<file path="config.mk">
export PLATFORM = sky130hd
export DESIGN_NAME = fp16_accumulator
export DESIGN_NICKNAME = d
export VERILOG_FILES = /design/src/rtl/fp16_accumulator.sv
export SDC_FILE = /design/constraint.sdc
export NUM_CORES = 1
export LEC_CHECK = 0
export CAP_MARGIN = 20
export CORE_ASPECT_RATIO = 2
export CORE_MARGIN = 5
export CORE_UTILIZATION = 30
export CTS_CLUSTER_SIZE = 16
export DETAILED_ROUTE_END_ITERATION = 16
export PLACE_DENSITY = 0.57
export SYNTH_ARGS = -nofsm -noshare
export SYNTH_HDL_FRONTEND = slang
export SYNTH_SLANG_ARGS = --single-unit
</file>
<file path="constraint.sdc">
create_clock -name clk -period 19.4 [get_ports clk]
set_clock_uncertainty 0.15 [all_clocks]
set_input_delay 2.91 -clock clk [delete_from_list [all_inputs] [get_ports clk]]
set_output_delay 2.91 -clock clk [all_outputs]
set_load 0.01 [all_outputs]
</file>
<file path="src/rtl/fp16_accumulator.sv">
`default_nettype none
// ============================================================================
// Module      : fp16_accumulator
// Description : Sums K_LEN FP16 beats accepted over valid/ready, left to right,
//               with a truncating FP16 adder. Each sum is presented on an
//               output valid/ready port, then the block restarts from zero.
//               Optional macro FP16_ACC_OVF_FLAG_EN adds a sticky overflow
//               flag (out_ovf) that is reported with each sum.
// Revision    : 1.0 - initial release
// ============================================================================
module fp16_accumulator #(
  parameter int K_LEN = 16,
  parameter int CNT_W = $clog2(K_LEN + 1)
) (
  input  logic        clk,
  input  logic        rst,
  input  logic        in_valid,
  output logic        in_ready,
  input  logic [15:0] in_data,
  output logic        out_valid,
  input  logic        out_ready,
  output logic [15:0] out_data
`ifdef FP16_ACC_OVF_FLAG_EN
  ,
  output logic        out_ovf
`endif
);

  typedef enum logic [0:0] {
    ACC  = 1'b0,
    HOLD = 1'b1
  } state_t;

  localparam logic [CNT_W-1:0] c_last_cnt = CNT_W'(K_LEN - 1);

  // Truncating FP16 add: no rounding, no special values, zero passes through,
  // exact cancellation gives +0, negative exponent flushes to +0.
  function automatic logic [15:0] fp16_add(input logic [15:0] a, input logic [15:0] b);
    logic [15:0] x;
    logic [15:0] y;
    logic [4:0]  d;
    logic [10:0] mx;
    logic [10:0] mys;
    logic [11:0] s;
    logic [10:0] norm;
    logic [4:0]  lz;
    logic [15:0] res;
    res = 16'h0000;
    if (a[14:0] == 15'd0) begin
      res = b;
    end else if (b[14:0] == 15'd0) begin
      res = a;
    end else begin
      // x is the operand with the larger magnitude; its sign wins
      if (a[14:0] >= b[14:0]) begin
        x = a;
        y = b;
      end else begin
        x = b;
        y = a;
      end
      d   = x[14:10] - y[14:10];
      mx  = {1'b1, x[9:0]};
      mys = (d > 5'd10) ? 11'd0 : ({1'b1, y[9:0]} >> d);
      if (x[15] == y[15]) begin
        s = {1'b0, mx} + {1'b0, mys};
        if (s[11]) begin
          res = {x[15], x[14:10] + 5'd1, s[10:1]};
        end else begin
          res = {x[15], x[14:10], s[9:0]};
        end
      end else begin
        s = {1'b0, mx} - {1'b0, mys};
        if (s == 12'd0) begin
          res = 16'h0000;
        end else begin
          // leading-zero count relative to the hidden-bit position
          lz = 5'd0;
          for (int i = 0; i <= 10; i++) begin
            if (s[i]) lz = 5'(10 - i);
          end
          norm = s[10:0] << lz;
          if (lz > x[14:10]) begin
            res = 16'h0000;
          end else begin
            res = {x[15], x[14:10] - lz, norm[9:0]};
          end
        end
      end
    end
    return res;
  endfunction

  state_t           r_state;
  state_t           w_state_n;
  logic [15:0]      r_acc;
  logic [15:0]      w_acc_n;
  logic [CNT_W-1:0] r_cnt;
  logic [CNT_W-1:0] w_cnt_n;
  logic [15:0]      r_out_data;
  logic [15:0]      w_out_data_n;
  logic [15:0]      w_sum;
  logic             w_fire;
  logic             w_last;

  // Next-state, datapath update and handshake decodes
  always_comb begin
    w_state_n    = r_state;
    w_acc_n      = r_acc;
    w_cnt_n      = r_cnt;
    w_out_data_n = r_out_data;
    in_ready     = (r_state == ACC);
    out_valid    = (r_state == HOLD);
    w_fire       = in_valid && (r_state == ACC);
    w_last       = (r_cnt == c_last_cnt);
    w_sum        = fp16_add(r_acc, in_data);
    case (r_state)
      ACC: begin
        if (w_fire) begin
          if (w_last) begin
            w_out_data_n = w_sum;
            w_acc_n      = 16'h0000;
            w_cnt_n      = '0;
            w_state_n    = HOLD;
          end else begin
            w_acc_n = w_sum;
            w_cnt_n = r_cnt + CNT_W'(1);
          end
        end
      end
      HOLD: begin
        if (out_ready) w_state_n = ACC;
      end
      default: w_state_n = ACC;
    endcase
  end

  // State and datapath registers
  always_ff @(posedge clk) begin
    if (rst) begin
      r_state    <= ACC;
      r_acc      <= 16'h0000;
      r_cnt      <= '0;
      r_out_data <= 16'h0000;
    end else begin
      r_state    <= w_state_n;
      r_acc      <= w_acc_n;
      r_cnt      <= w_cnt_n;
      r_out_data <= w_out_data_n;
    end
  end

  assign out_data = r_out_data;

`ifdef FP16_ACC_OVF_FLAG_EN
  logic r_ovf;
  logic r_out_ovf;
  logic w_step_ovf;

  assign w_step_ovf = (w_sum[14:10] == 5'h1F);

  // Sticky per-group overflow, transferred to out_ovf on entry to HOLD
  always_ff @(posedge clk) begin
    if (rst) begin
      r_ovf     <= 1'b0;
      r_out_ovf <= 1'b0;
    end else if (w_fire && w_last) begin
      r_out_ovf <= r_ovf | w_step_ovf;
      r_ovf     <= 1'b0;
    end else if (w_fire) begin
      r_ovf <= r_ovf | w_step_ovf;
    end else if (r_state == HOLD && out_ready) begin
      r_out_ovf <= 1'b0;
    end
  end

  assign out_ovf = r_out_ovf;
`endif

endmodule
`default_nettype wire

</file>
==> flow_summary.ini <==
[status]
outcome = completed

[grt]
grt_overflow_total = 0
grt_max_degree = 50
grtUsageTotal_pct = 20.1
antenna_found_initial = 0
grt_first_pass_wirelength_um = 32900
grt_pass1_vias = 5825

[synthesis]
synth_cell_types = 93
ys_top_cells_by_area = dfxtp_1 (14%), ha_1 (9.7%), mux2i_1 (6.1%)
synth_top_area_share_pct = 14.1
synthFlopType = dfxtp_1
yosysSeqAreaShare_pct = 14.1
synthTopCellsByCount = nor2_1 (87), a21oi_1 (64), nand2_1 (60)
avgSynthCellArea_um2 = 7.32
yosysTopAreaCell = dfxtp_1
synth_most_common_cell = nor2_1
yosys_warnings = 0
synth_enable_flop_cells = 0
synth_nets = 802
synth-seq-cells = 38
netlist_area_um2 = 5400
async_flop_share_pct = 0
synthCells = 737

[clocking]
h-tree-depth = 2
clockRootBuffer = clkbuf_16
clk_pin_slew_worst_paths_ps = 60
cts_tree = done
clock_latency_ps = 280
ctsResizeCount = 0
cts-buffers-inserted = 5
cts_sinks = 38
postCtsHoldBufs = 0
clockBufferDepth = 2
postCtsSetupRepairBufs = 0

[timing]
finalSetupViolCount = 0
setup_ws_ps = 6970
worstMarginPinSlew_ps = 1060
slew_headroom_pct = 29.1
rsz0062_at_grt = false
tns_ps = 0
fin_crit_ps = 12430
slew_viol_final = 0
hold_viol = 0
fin_crit_sh_pct = 64.1
holdWs_ps = 309
max_freq_ghz = 0.0805

[die]
start_util_pct = 30.3
fp-row-count = 69
coreArea_um2 = 17800
ios = 38
die_h_um = 200
die_area_um2 = 20900
die_w_um = 105

[layout]
area_delta_synth_final_pct = 11.1
nets = 816
fillers = 1955
post-route-cell-area_um2 = 5990
drive_above_1_share_pct = 6.52
antenna_cells = 0

[critical_path]
worstSetupStartpoint = in_data[10]
crit_type = input port to flip-flop
ff2ff_path_depth = 33
startpoint_type = input port
r2r_slack_ps = 9810
critPathCapture = out_data[2]$_SDFFE_PP0P_
endpoint_kind = flip-flop
r2r_start = r_acc[10]$_SDFFE_PP0P_
critPathRequiredTime_ps = 19390
r2r-end = out_data[2]$_SDFFE_PP0P_
max_stage_delay_ps = 750
cp.arrival_ps = 12420
cp_slowest_cell = ha_1
critPathMaxFanout = 49
crit_top_cell = a21oi_1

[placed_design]
post-place-ws_ps = 6810
port_buffers = 37
gp_congestion = 1.00
dpl_cell_area_um2 = 5860
hpwlAfterDp_um = 18100

[routing]
wl_per_cell_um = 22.7
drc = 0
viasPerCell = 6.02
num_vias = 5803
postRouteAntennaNets = 0
drt_iter0_markers = 301
first_pass_iters = 5
wl_um = 21900

[flow_run]
maxCapViolCount = 0

[worst_hold_path]
hold_class = flip-flop to flip-flop
worst min path at each step:
| stage | start | to | cells after the start |
|---|---|---|---|
| floorplan | r_cnt[4]$_SDFFE_PP0P_ | r_cnt[4]$_SDFFE_PP0P_ | 2 |
| global placement | r_cnt[4]$_SDFFE_PP0P_ | r_cnt[4]$_SDFFE_PP0P_ | 2 |
| detailed placement | r_cnt[4]$_SDFFE_PP0P_ | r_cnt[4]$_SDFFE_PP0P_ | 2 |
| CTS | out_data[6]$_SDFFE_PP0P_ | out_data[6]$_SDFFE_PP0P_ | 2 |
| global route | out_data[6]$_SDFFE_PP0P_ | out_data[6]$_SDFFE_PP0P_ | 2 |
| finish | out_data[6]$_SDFFE_PP0P_ | out_data[6]$_SDFFE_PP0P_ | 2 |
state kept, by name, indices dropped and copies added, names as in the netlist:
signal	flops
r_acc	16
out_data	16
r_cnt	5
out_valid	1
per-layer routing:
metal  vias to the layer above  part of all wire (%)  track usage, %
li1                       2766                     -               -
met1                      2713                    32            17.9
met2                       224                    53            38.4
met3                       100                   3.2            1.91
met4                         0                    11            19.2
met5                         -                     0               0
cells by family (layout without fill, tap and decap cells):
kind of cell               after synthesis  after routing  share of synthesized area (%)
xor gates and xnor gates                25             25                           4.20
DFF                                     38             38                           14.1
muxes                                   39             39                           7.79
buffers and inverters                   86            100                           7.58
adders and majority gates               45             45                           10.9
AOI/OAI and AO/OA                      249            249                           32.1
and+or+nand+nor                        255            255                           23.3
area by class of cell:
class | instances | area, um^2 | share of cell area (%)
multi-input combinational | 613 | 4230 | 70.5
sequential | 38 | 761 | 12.7
timing repair buffer | 44 | 423 | 7.05
tap | 213 | 267 | 4.45
inverter | 49 | 184 | 3.07
clock buffer | 5 | 125 | 2.09
clock inverter | 2 | 10.0 | 0.167
through the flow:
stage	utilization, %	instances
floorplan	-	737
global placement	32.9	957
detailed placement	32.9	957
CTS	33.7	964
global route	33.7	964
finish	33.7	964
cell usage in the layout, fill, tap and decap left out, types with 4 or more instances in the layout:
cell type,n
xnor2_1,20
a211o_1,4
o221ai_1,6
xor2_1,4
a211oi_1,18
a22oi_1,4
clkdlybuf4s50_1,37
o211ai_1,8
o2111ai_1,4
nand2_1,60
nor3_1,15
clkbuf_16,5
mux2i_1,33
or3_1,5
o21ai_0,30
nand3b_1,7
buf_4,7
dfxtp_1,38
o22ai_1,6
nand2b_1,10
o31ai_1,8
inv_1,48
nor3b_1,5
or2_2,4
nor2_1,87
nor4_1,11
a311oi_1,4
a21oi_1,64
nand4_1,8
a21o_1,10
o21ai_1,19
nand3_1,13
ha_1,42
a32oi_1,4
nor2b_1,6
a31oi_1,5
worst max-delay path, delay by kind of cell:
kind | cells | cell delay, ps
compound gates | 15 | 3220
buf+inv | 3 | 820
mux | 2 | 670
fa+ha+maj | 5 | 1960
simple gates | 10 | 2810
Power is left out: the tool's default activity adds up to more than one toggle a clock period on the data nets, which glitch-free logic cannot reach.
